[src/rtl/cdb_arbiter_pkg.sv]
// rtl/cdb_arbiter_pkg.sv - shared CDB sizing constants and broadcast record type
package tomasula_types;

    localparam int CDB_NUM_REQ = 4;
    localparam int ROB_TAG_W   = 3;
    localparam int CDB_DATA_W  = 32;

    typedef struct packed {
        logic [ROB_TAG_W-1:0]  tag;
        logic [CDB_DATA_W-1:0] value;
        logic                  valid;
    } cdb_data_t;

endpackage

[src/rtl/cdb_arbiter_rr_arbiter.sv]
// rtl/cdb_arbiter_rr_arbiter.sv - combinational rotating-priority one-hot arbiter
module rr_arbiter #(
    parameter int N = 4,
    localparam int PW = $clog2(N)
) (
    input  logic [N-1:0]  req,
    input  logic [PW-1:0] ptr,
    output logic [N-1:0]  grant,
    output logic [PW-1:0] grant_idx
);

    logic          found;
    logic [PW-1:0] idx;

    // Scan from ptr upward with wrap; the first requester seen wins.
    always_comb begin
        grant     = '0;
        grant_idx = '0;
        found     = 1'b0;
        idx       = '0;
        for (int k = 0; k < N; k++) begin
            idx = PW'((int'(ptr) + k) % N);
            if (!found && req[idx]) begin
                found      = 1'b1;
                grant[idx] = 1'b1;
                grant_idx  = idx;
            end
        end
    end

endmodule

[src/rtl/cdb_arbiter.sv]
// rtl/cdb_arbiter.sv - per-unit result holding buffers feeding a registered common data bus
module cdb_arbiter
    import tomasula_types::*;
#(
    parameter int NUM_REQ = CDB_NUM_REQ,
    parameter int TAG_W   = ROB_TAG_W,
    parameter int DATA_W  = CDB_DATA_W
) (
    input  logic                      clk,
    input  logic                      reset_n,
    input  logic                      flush,
    input  logic [NUM_REQ-1:0]        req_valid,
    input  logic [NUM_REQ*TAG_W-1:0]  req_tag,
    input  logic [NUM_REQ*DATA_W-1:0] req_data,
    output logic [NUM_REQ-1:0]        req_ready,
    output logic [NUM_REQ-1:0]        fu_busy,
    output logic                      cdb_valid,
    output logic [TAG_W-1:0]          cdb_tag,
    output logic [DATA_W-1:0]         cdb_data
);

    localparam int PW = $clog2(NUM_REQ);

    logic [NUM_REQ-1:0] hold_valid;
    logic [TAG_W-1:0]   hold_tag  [NUM_REQ];
    logic [DATA_W-1:0]  hold_data [NUM_REQ];
    logic [PW-1:0]      rr_ptr;
    logic [NUM_REQ-1:0] arb_grant;
    logic [NUM_REQ-1:0] grant;
    logic [NUM_REQ-1:0] accept;
    logic [PW-1:0]      grant_idx;
    logic               grant_any;

    rr_arbiter #(.N(NUM_REQ)) u_rr (
        .req       (hold_valid),
        .ptr       (rr_ptr),
        .grant     (arb_grant),
        .grant_idx (grant_idx)
    );

    // Flush suppresses the grant so nothing escapes onto the bus while squashing.
    assign grant     = flush ? '0 : arb_grant;
    assign grant_any = |grant;
    // A buffer being drained this cycle can be refilled in the same cycle.
    assign req_ready = flush ? '0 : (~hold_valid | grant);
    assign accept    = req_valid & req_ready;
    assign fu_busy   = hold_valid;

    // Holding buffers: drain on grant, fill on accept, clear on flush.
    always_ff @(posedge clk or negedge reset_n) begin
        if (!reset_n) begin
            hold_valid <= '0;
            for (int i = 0; i < NUM_REQ; i++) begin
                hold_tag[i]  <= '0;
                hold_data[i] <= '0;
            end
        end else if (flush) begin
            hold_valid <= '0;
        end else begin
            hold_valid <= (hold_valid & ~grant) | accept;
            for (int i = 0; i < NUM_REQ; i++) begin
                if (accept[i]) begin
                    hold_tag[i]  <= req_tag[i*TAG_W +: TAG_W];
                    hold_data[i] <= req_data[i*DATA_W +: DATA_W];
                end
            end
        end
    end

    // Registered broadcast slot and rotating pointer; tag/data hold when idle.
    always_ff @(posedge clk or negedge reset_n) begin
        if (!reset_n) begin
            cdb_valid <= 1'b0;
            cdb_tag   <= '0;
            cdb_data  <= '0;
            rr_ptr    <= '0;
        end else if (grant_any) begin
            cdb_valid <= 1'b1;
            cdb_tag   <= hold_tag[grant_idx];
            cdb_data  <= hold_data[grant_idx];
            rr_ptr    <= (grant_idx == PW'(NUM_REQ - 1)) ? '0 : grant_idx + PW'(1);
        end else begin
            cdb_valid <= 1'b0;
        end
    end

endmodule

[config.mk]
export PLATFORM = sky130hd
export DESIGN_NAME = cdb_arbiter
export DESIGN_NICKNAME = d
export VERILOG_FILES = /design/src/rtl/cdb_arbiter_pkg.sv /design/src/rtl/cdb_arbiter_rr_arbiter.sv /design/src/rtl/cdb_arbiter.sv
export SDC_FILE = /design/constraint.sdc
export NUM_CORES = 1
export LEC_CHECK = 0
export CAP_MARGIN = 5
export CORE_MARGIN = 2
export CORE_UTILIZATION = 40
export DETAILED_ROUTE_END_ITERATION = 16
export PLACE_DENSITY = 0.65
export SLEW_MARGIN = 15
export SYNTH_ARGS = -nofsm -noshare
export SYNTH_HDL_FRONTEND = slang
export SYNTH_SLANG_ARGS = --single-unit
export TNS_END_PERCENT = 100
[constraint.sdc]
create_clock -name clk -period 4.1 [get_ports clk]
set_input_delay 0.41 -clock clk [delete_from_list [all_inputs] [get_ports clk]]
set_output_delay 0.41 -clock clk [all_outputs]
set_load 0.005 [all_outputs]
==> flow_metrics.env, run 1 <==
export IMPL_die_y_um=154
export IMPL_synthToLayoutAreaGrowth_pct=30.7
export IMPL_synth_cell_type_count=51
export IMPL_dp_cells=1059
export IMPL_final_util_pct=53.4
export IMPL_synth_compound_area_share_pct=3.58
export IMPL_grt_first_pass_wirelength_mm=34.3
export IMPL_drc=0
export IMPL_grt_pass1_vias=6206
export IMPL_power_density_nw_per_um2=734
export IMPL_drive_gt1_share_pct=23.2
export IMPL_worstMarginPinSlew_ns=0.914
export IMPL_numClockSinks=182
export IMPL_drt_first_pass_iters=4
export IMPL_synth_area_leaders="dfrtp_1, mux2i_1, mux2_4"
export IMPL_root_buffer="clkbuf_16"
export IMPL_layout_commonest_cell="clkdlybuf4s50_1"
export IMPL_io_buffer_count=190
export IMPL_cp_arrival_ns=3.46
export IMPL_synth_edf_count=0
export IMPL_io_pins=191
export IMPL_synth_warnings=0
export IMPL_clock_skew_ns=0.0130
export IMPL_num_vias=5721
export IMPL_reg2reg_slack_ns=0.62
export IMPL_netSwitchingFraction_pct=34.1
export IMPL_ant_nets=0
export IMPL_pwr_share_comb_pct=45.5
export IMPL_internal_power_mw=5.65
export IMPL_finalCriticalPeriod_ns=3.87
export IMPL_synthXorXnorAreaFrac_pct=0.0979
export IMPL_post_route_period_util_pct=94.4
export IMPL_wl_per_cell_um=20.0
export IMPL_async_flop_share_pct=100
export IMPL_crit_path_start_kind="flop"
export IMPL_rsz0062_at_grt="no"
export IMPL_cts_tree="built"
export IMPL_initial_utilization_pct=40.9
export IMPL_crit_buf_inv=2
export IMPL_slowest_stage="dfrtp_2"
export IMPL_yosysTopAreaCell="dfrtp_1"
export IMPL_cts_buffers_inserted=17
export IMPL_crit_required_ns=3.69
export IMPL_final_cell_mix="clkdlybuf4s50_1, dfrtp_1, mux2i_1"
export IMPL_crit_chain="inv_1, ha_1, nor3_1, a21boi_0, o21ai_0, and3_1, nor2_1, clkdlybuf4s50_1"
export IMPL_critPathTopFamily="buffers and inverters"
export IMPL_synth_top_family_by_area="multiplexers"
export IMPL_synth_area_per_cell_um2=14.5
export IMPL_routabilityCongestion=0.922
export IMPL_instances_no_fill=1093
export IMPL_wl_mm=21.8
export IMPL_finalSetupViolCount=0
export IMPL_status="complete, no violations"
export IMPL_critical_path_max_fanout=13
export IMPL_core_area_um2=21900
export IMPL_net_switching_power_mw=2.93
export IMPL_pwr_share_seq_pct=34.5
export IMPL_row_count=54
export IMPL_hp_class="in2async"
export IMPL_synth_simple_area_share_pct=2.57
export IMPL_critPathCaptureType="primary output"
export IMPL_crit_type="reg2out"
export IMPL_clkPwrFrac_pct=20.0
export IMPL_final_hold_viol_count=0
export IMPL_clk_path_buf_depth=2
export IMPL_antenna_found_initial=2
export IMPL_netlist_instances=618
export IMPL_synth_top_flop_cell="dfrtp_1"
export IMPL_p_leak_nw=5.15
export IMPL_synth_mux_area_share_pct=37.9
export IMPL_place_hpwl_mm=14.3
export IMPL_max_vdd_ir_drop_uv=427
export IMPL_layout_nets=953
export IMPL_drv_slew=0
export IMPL_dr_first_iter_drc_count=241
export IMPL_synth_top_cell_area_share_pct=50.9
export IMPL_timing_slew_headroom_pct=39.1
export IMPL_clk_pin_slew_ns=0.07
export IMPL_overflow=0
export IMPL_ys_ff_latch=182
export IMPL_cap_violations=0
export IMPL_clock_fmax_ghz=0.258
export IMPL_synth_nets=773
export IMPL_yosysSeqAreaShare_pct=50.9
export IMPL_postCtsSetupBuffers=0
export IMPL_fin_setup_tns_ns=0
export IMPL_syn_area_um2=8940
export IMPL_track_usage_pct=18.6
export IMPL_grt_max_degree=98
export IMPL_synth_adder_area_share_pct=1.12
export IMPL_vias_per_cell=5.23
export IMPL_max_stage_delay_ns=0.53
export IMPL_dieWidth_um=154
export IMPL_die_area_um2=23600
export IMPL_clk_latency_ns=0.43
export IMPL_h_tree_depth=4
[power by group through the flow]
| stage | Sequential (mW) | Combinational (mW) | Clock [mW] |
|---|---|---|---|
| detailed placement | 2.99 | 3.92 | 0 |
| CTS | 2.96 | 3.94 | 1.76 |
| global placement | 2.95 | 3.82 | 0 |
| global route | 3.06 | 4.21 | 1.84 |
| floorplan | 2.86 | 2.81 | 0 |
| finish | 2.96 | 3.90 | 1.72 |
[cells by family after synthesis]
family / Yosys count
compound gates: 43
xor+xnor: 1
fa+ha+maj: 8
buf+inv: 51
flops: 182
mux: 290
simple gates: 43
[per-stage QoR]
stage | instance area, um2 | setup WS [ns] | hold slack [ns] | total power [mW]
after floorplan | 8940 | 1.04 | 0.114 | 5.66
after global placement | 11100 | 0.694 | 0.467 | 6.77
after detailed placement | 11100 | 0.523 | 0.475 | 6.91
after CTS | 11700 | 0.0734 | 0.125 | 8.67
after global routing | 11700 | 0.0524 | 0.170 | 9.11
final | 11700 | 0.229 | 0.0783 | 8.58
[per-layer routing]
metal / up-vias / track usage (%) / routed length, um
met1: 2910 / 24.3 / 9670
met2: 180 / 29.9 / 10200
met4: 0 / 4.11 / 289
met3: 29 / 6.76 / 1670
met5: - / 0 / 0
li1: 2602 / - / -
[final timing paths]
path	startpoint	end	depth (start not counted)
max reg2reg	rr_ptr[1]	hold_data[118]	8
min reg2reg	hold_tag[5]	hold_tag[5]	1
max in group asynchronous	reset_n	hold_data[79]	2
min	reset_n	fu_busy[3]	1
min in group clk	hold_tag[5]	hold_tag[5]	1
max	rr_ptr[1]	req_ready[0]	8
[sequential cells by signal (all words and copies together), names as in the netlist, named ones only]
| register | flops |
|---|---|
| hold_tag | 12 |
| cdb_data | 32 |
| cdb_tag | 3 |
| rr_ptr | 1 |
| hold_data | 128 |
| fu_busy | 4 |
| cdb_valid | 1 |
[what timing repair did]
item                       CTS  global route
gates resized for setup      0             1
hold buffers                 0             0
setup endpoints to repair    0             3
[cell type report]
cell class	count	area (um2)
Fill cell	1845	10200
Sequential cell	182	4560
Multi-Input combinational cell	385	4080
Timing Repair Buffer	202	2030
Clock buffer	19	453
Tap cell	280	350
Clock inverter	13	173
Inverter	10	37.5
Antenna cell	2	5.00
[worst register-to-register path: stages (launching register included)]
cell and delay, ns:
dfrtp_2 0.53, inv_1 0.18, ha_1 0.45, nor3_1 0.37, a21boi_0 0.44, o21ai_0 0.22
a311o_2 0.42, buf_4 0.35, mux2_4 0.41
[Yosys cell counts (3+ instances only)]
cell and number:
buf_4 8, a31oi_1 3, or3b_1 3, nor2_1 14, mux2_2 65, o21ai_0 6
mux2_1 52, o21ai_1 3, clkbuf_1 5, dfrtp_1 182, buf_2 13, nand2_1 6
inv_1 9, mux4_2 3, o211ai_1 5, buf_6 14, nand3_1 4, mux2_4 60
mux2i_1 110, and3_1 3, ha_1 8, a21oi_1 6
(Power assumes the default switching activity.)
==> inputs of run 2 (changes only) <==
- CTS_BUF_LIST: not set -> sky130_fd_sc_hd__clkbuf_4 sky130_fd_sc_hd__clkbuf_8
==> run 2 against run 1 <==
  * Clock power shrank 24%
  * Largest cell class unchanged
  * Highest routed layer unchanged
  * Worst setup slack got worse by 0.024 ns
  * Clock-buffer cell count stayed put
==> flow_metrics.env, run 2 (synthesis gave the netlist of run 1 again) <==
export IMPL_dieWidth_um=154
export IMPL_drive_gt1_share_pct=23.2
export IMPL_status="complete, no violations"
export IMPL_drv_slew=0
export IMPL_initial_utilization_pct=40.9
export IMPL_clock_skew_ns=0.0152
export IMPL_final_cell_mix="clkdlybuf4s50_1, dfrtp_1, mux2i_1"
export IMPL_crit_type="reg2out"
export IMPL_clk_pin_slew_ns=0.10
export IMPL_crit_path_start_kind="flop"
export IMPL_fin_setup_tns_ns=0
export IMPL_final_hold_viol_count=0
export IMPL_stdcell_area_um2=11500
export IMPL_clk_latency_ns=0.46
export IMPL_drt_first_pass_iters=4
export IMPL_post_route_period_util_pct=95.0
export IMPL_ctsHoldBuffers=0
export IMPL_overflow=0
export IMPL_num_vias=5756
export IMPL_max_vdd_ir_drop_uv=425
export IMPL_grt_pass1_vias=6191
export IMPL_place_area_um2=11100
export IMPL_io_pins=191
export IMPL_finalSetupViolCount=0
export IMPL_timing_slew_headroom_pct=38.4
export IMPL_dr_first_iter_drc_count=276
export IMPL_wl_mm=21.7
export IMPL_vias_per_cell=5.27
export IMPL_fin_ws_ns=0.204
export IMPL_fillCellCount=1856
export IMPL_wl_per_cell_um=19.9
export IMPL_clk_path_buf_depth=2
export IMPL_critPathCaptureType="primary output"
export IMPL_synthToLayoutAreaGrowth_pct=28.5
export IMPL_rsz0062_at_grt="no"
export IMPL_track_usage_pct=18.5
export IMPL_ant_nets=0
export IMPL_whs_ns=0.0452
export IMPL_h_tree_depth=4
export IMPL_p_leak_nw=5.06
export IMPL_die_area_um2=23600
export IMPL_crit_required_ns=3.69
export IMPL_grt_first_pass_wirelength_mm=34.2
export IMPL_postCtsSetupBuffers=0
export IMPL_drc=0
export IMPL_row_count=54
export IMPL_worstMarginPinSlew_ns=0.924
export IMPL_top_register="hold_data"
export IMPL_reg_top3="hold_data (128), cdb_data (32), hold_tag (12)"
export IMPL_layout_nets=953
export IMPL_critical_path_max_fanout=13
export IMPL_root_buffer="clkbuf_8"
export IMPL_cap_violations=0
export IMPL_cts_tree="built"
export IMPL_finalCriticalPeriod_ns=3.90
export IMPL_core_area_um2=21900
export IMPL_numClockSinks=182
export IMPL_cts_buffers_inserted=17
export IMPL_io_buffer_count=190
export IMPL_routabilityCongestion=0.922
export IMPL_power_density_nw_per_um2=710
export IMPL_die_y_um=154
export IMPL_antenna_found_initial=2
export IMPL_largest_reg_flops=128
export IMPL_grt_max_degree=98
export IMPL_post_place_ws_ns=0.523
export IMPL_layout_commonest_cell="clkdlybuf4s50_1"
export IMPL_place_hpwl_mm=14.3
export IMPL_clock_fmax_ghz=0.257
export IMPL_cp_arrival_ns=3.49
export IMPL_hp_class="in2async"
-- run 2: changes by cell type in the layout (fill, tap and decap cells not counted) --
cell       change
clkbuf_16     -17
clkbuf_8      +17
-- run 2: layout make-up --
type | count | area, um2 | area share, %
sequential | 182 | 4560 | 39.6
multi-input combinational | 385 | 4080 | 35.5
timing repair buffer | 202 | 2030 | 17.7
tap | 280 | 350 | 3.05
clock buffer | 19 | 262 | 2.28
clock inverter | 13 | 173 | 1.50
inverter | 10 | 37.5 | 0.327
antenna | 2 | 5.00 | 0.0435
-- run 2: final timing paths --
check / from / slack, ns / cells after the start / end
max: rr_ptr[1] / 0.20 / 9 / req_ready[1]
min: reset_n / 0.05 / 1 / fu_busy[2]
max reg2reg: rr_ptr[1] / 0.65 / 9 / hold_data[118]
min reg2reg: hold_tag[5] / 0.50 / 1 / hold_tag[5]
max in group asynchronous: reset_n / 3.06 / 2 / hold_data[2]
min in group clk: hold_tag[5] / 0.50 / 1 / hold_tag[5]
-- run 2: critical path: stages (launching register included) --
cell and delay (ns):
dfrtp_2 0.54, inv_1 0.18, ha_1 0.51, mux4_2 0.44, inv_2 0.10, o211ai_1 0.11, a41o_1 0.33, and3_1 0.20
nor2_1 0.08, clkdlybuf4s50_1 0.53
-- run 2: routing by layer --
metal | GRT usage [%] | vias up | wire length, um
met5 | 0 | - | 0
met4 | 4.02 | 0 | 350
met3 | 6.91 | 37 | 1770
met2 | 29.7 | 203 | 10100
met1 | 24.2 | 2921 | 9550
li1 | - | 2595 | -
-- run 2: report_power, final --
part | switching, mW | internal (mW)
logic | 1.69 | 2.21
registers | 0.434 | 2.52
clock network | 0.745 | 0.558
total | 2.87 | 5.29
-- run 2: repair_timing --
action,4_1_cts,5_1_grt
endpoints found under the hold margin,0,0
resized for setup,0,1
setup endpoints to repair,0,3
-- run 2: metrics by stage --
stage	util [%]	instances	total power [mW]
after floorplan	-	618	5.66
after global placement	50.5	1059	6.77
after detailed placement	50.5	1059	6.91
after CTS	52.5	1091	8.25
after global routing	52.5	1091	8.69
final	52.5	1093	8.16
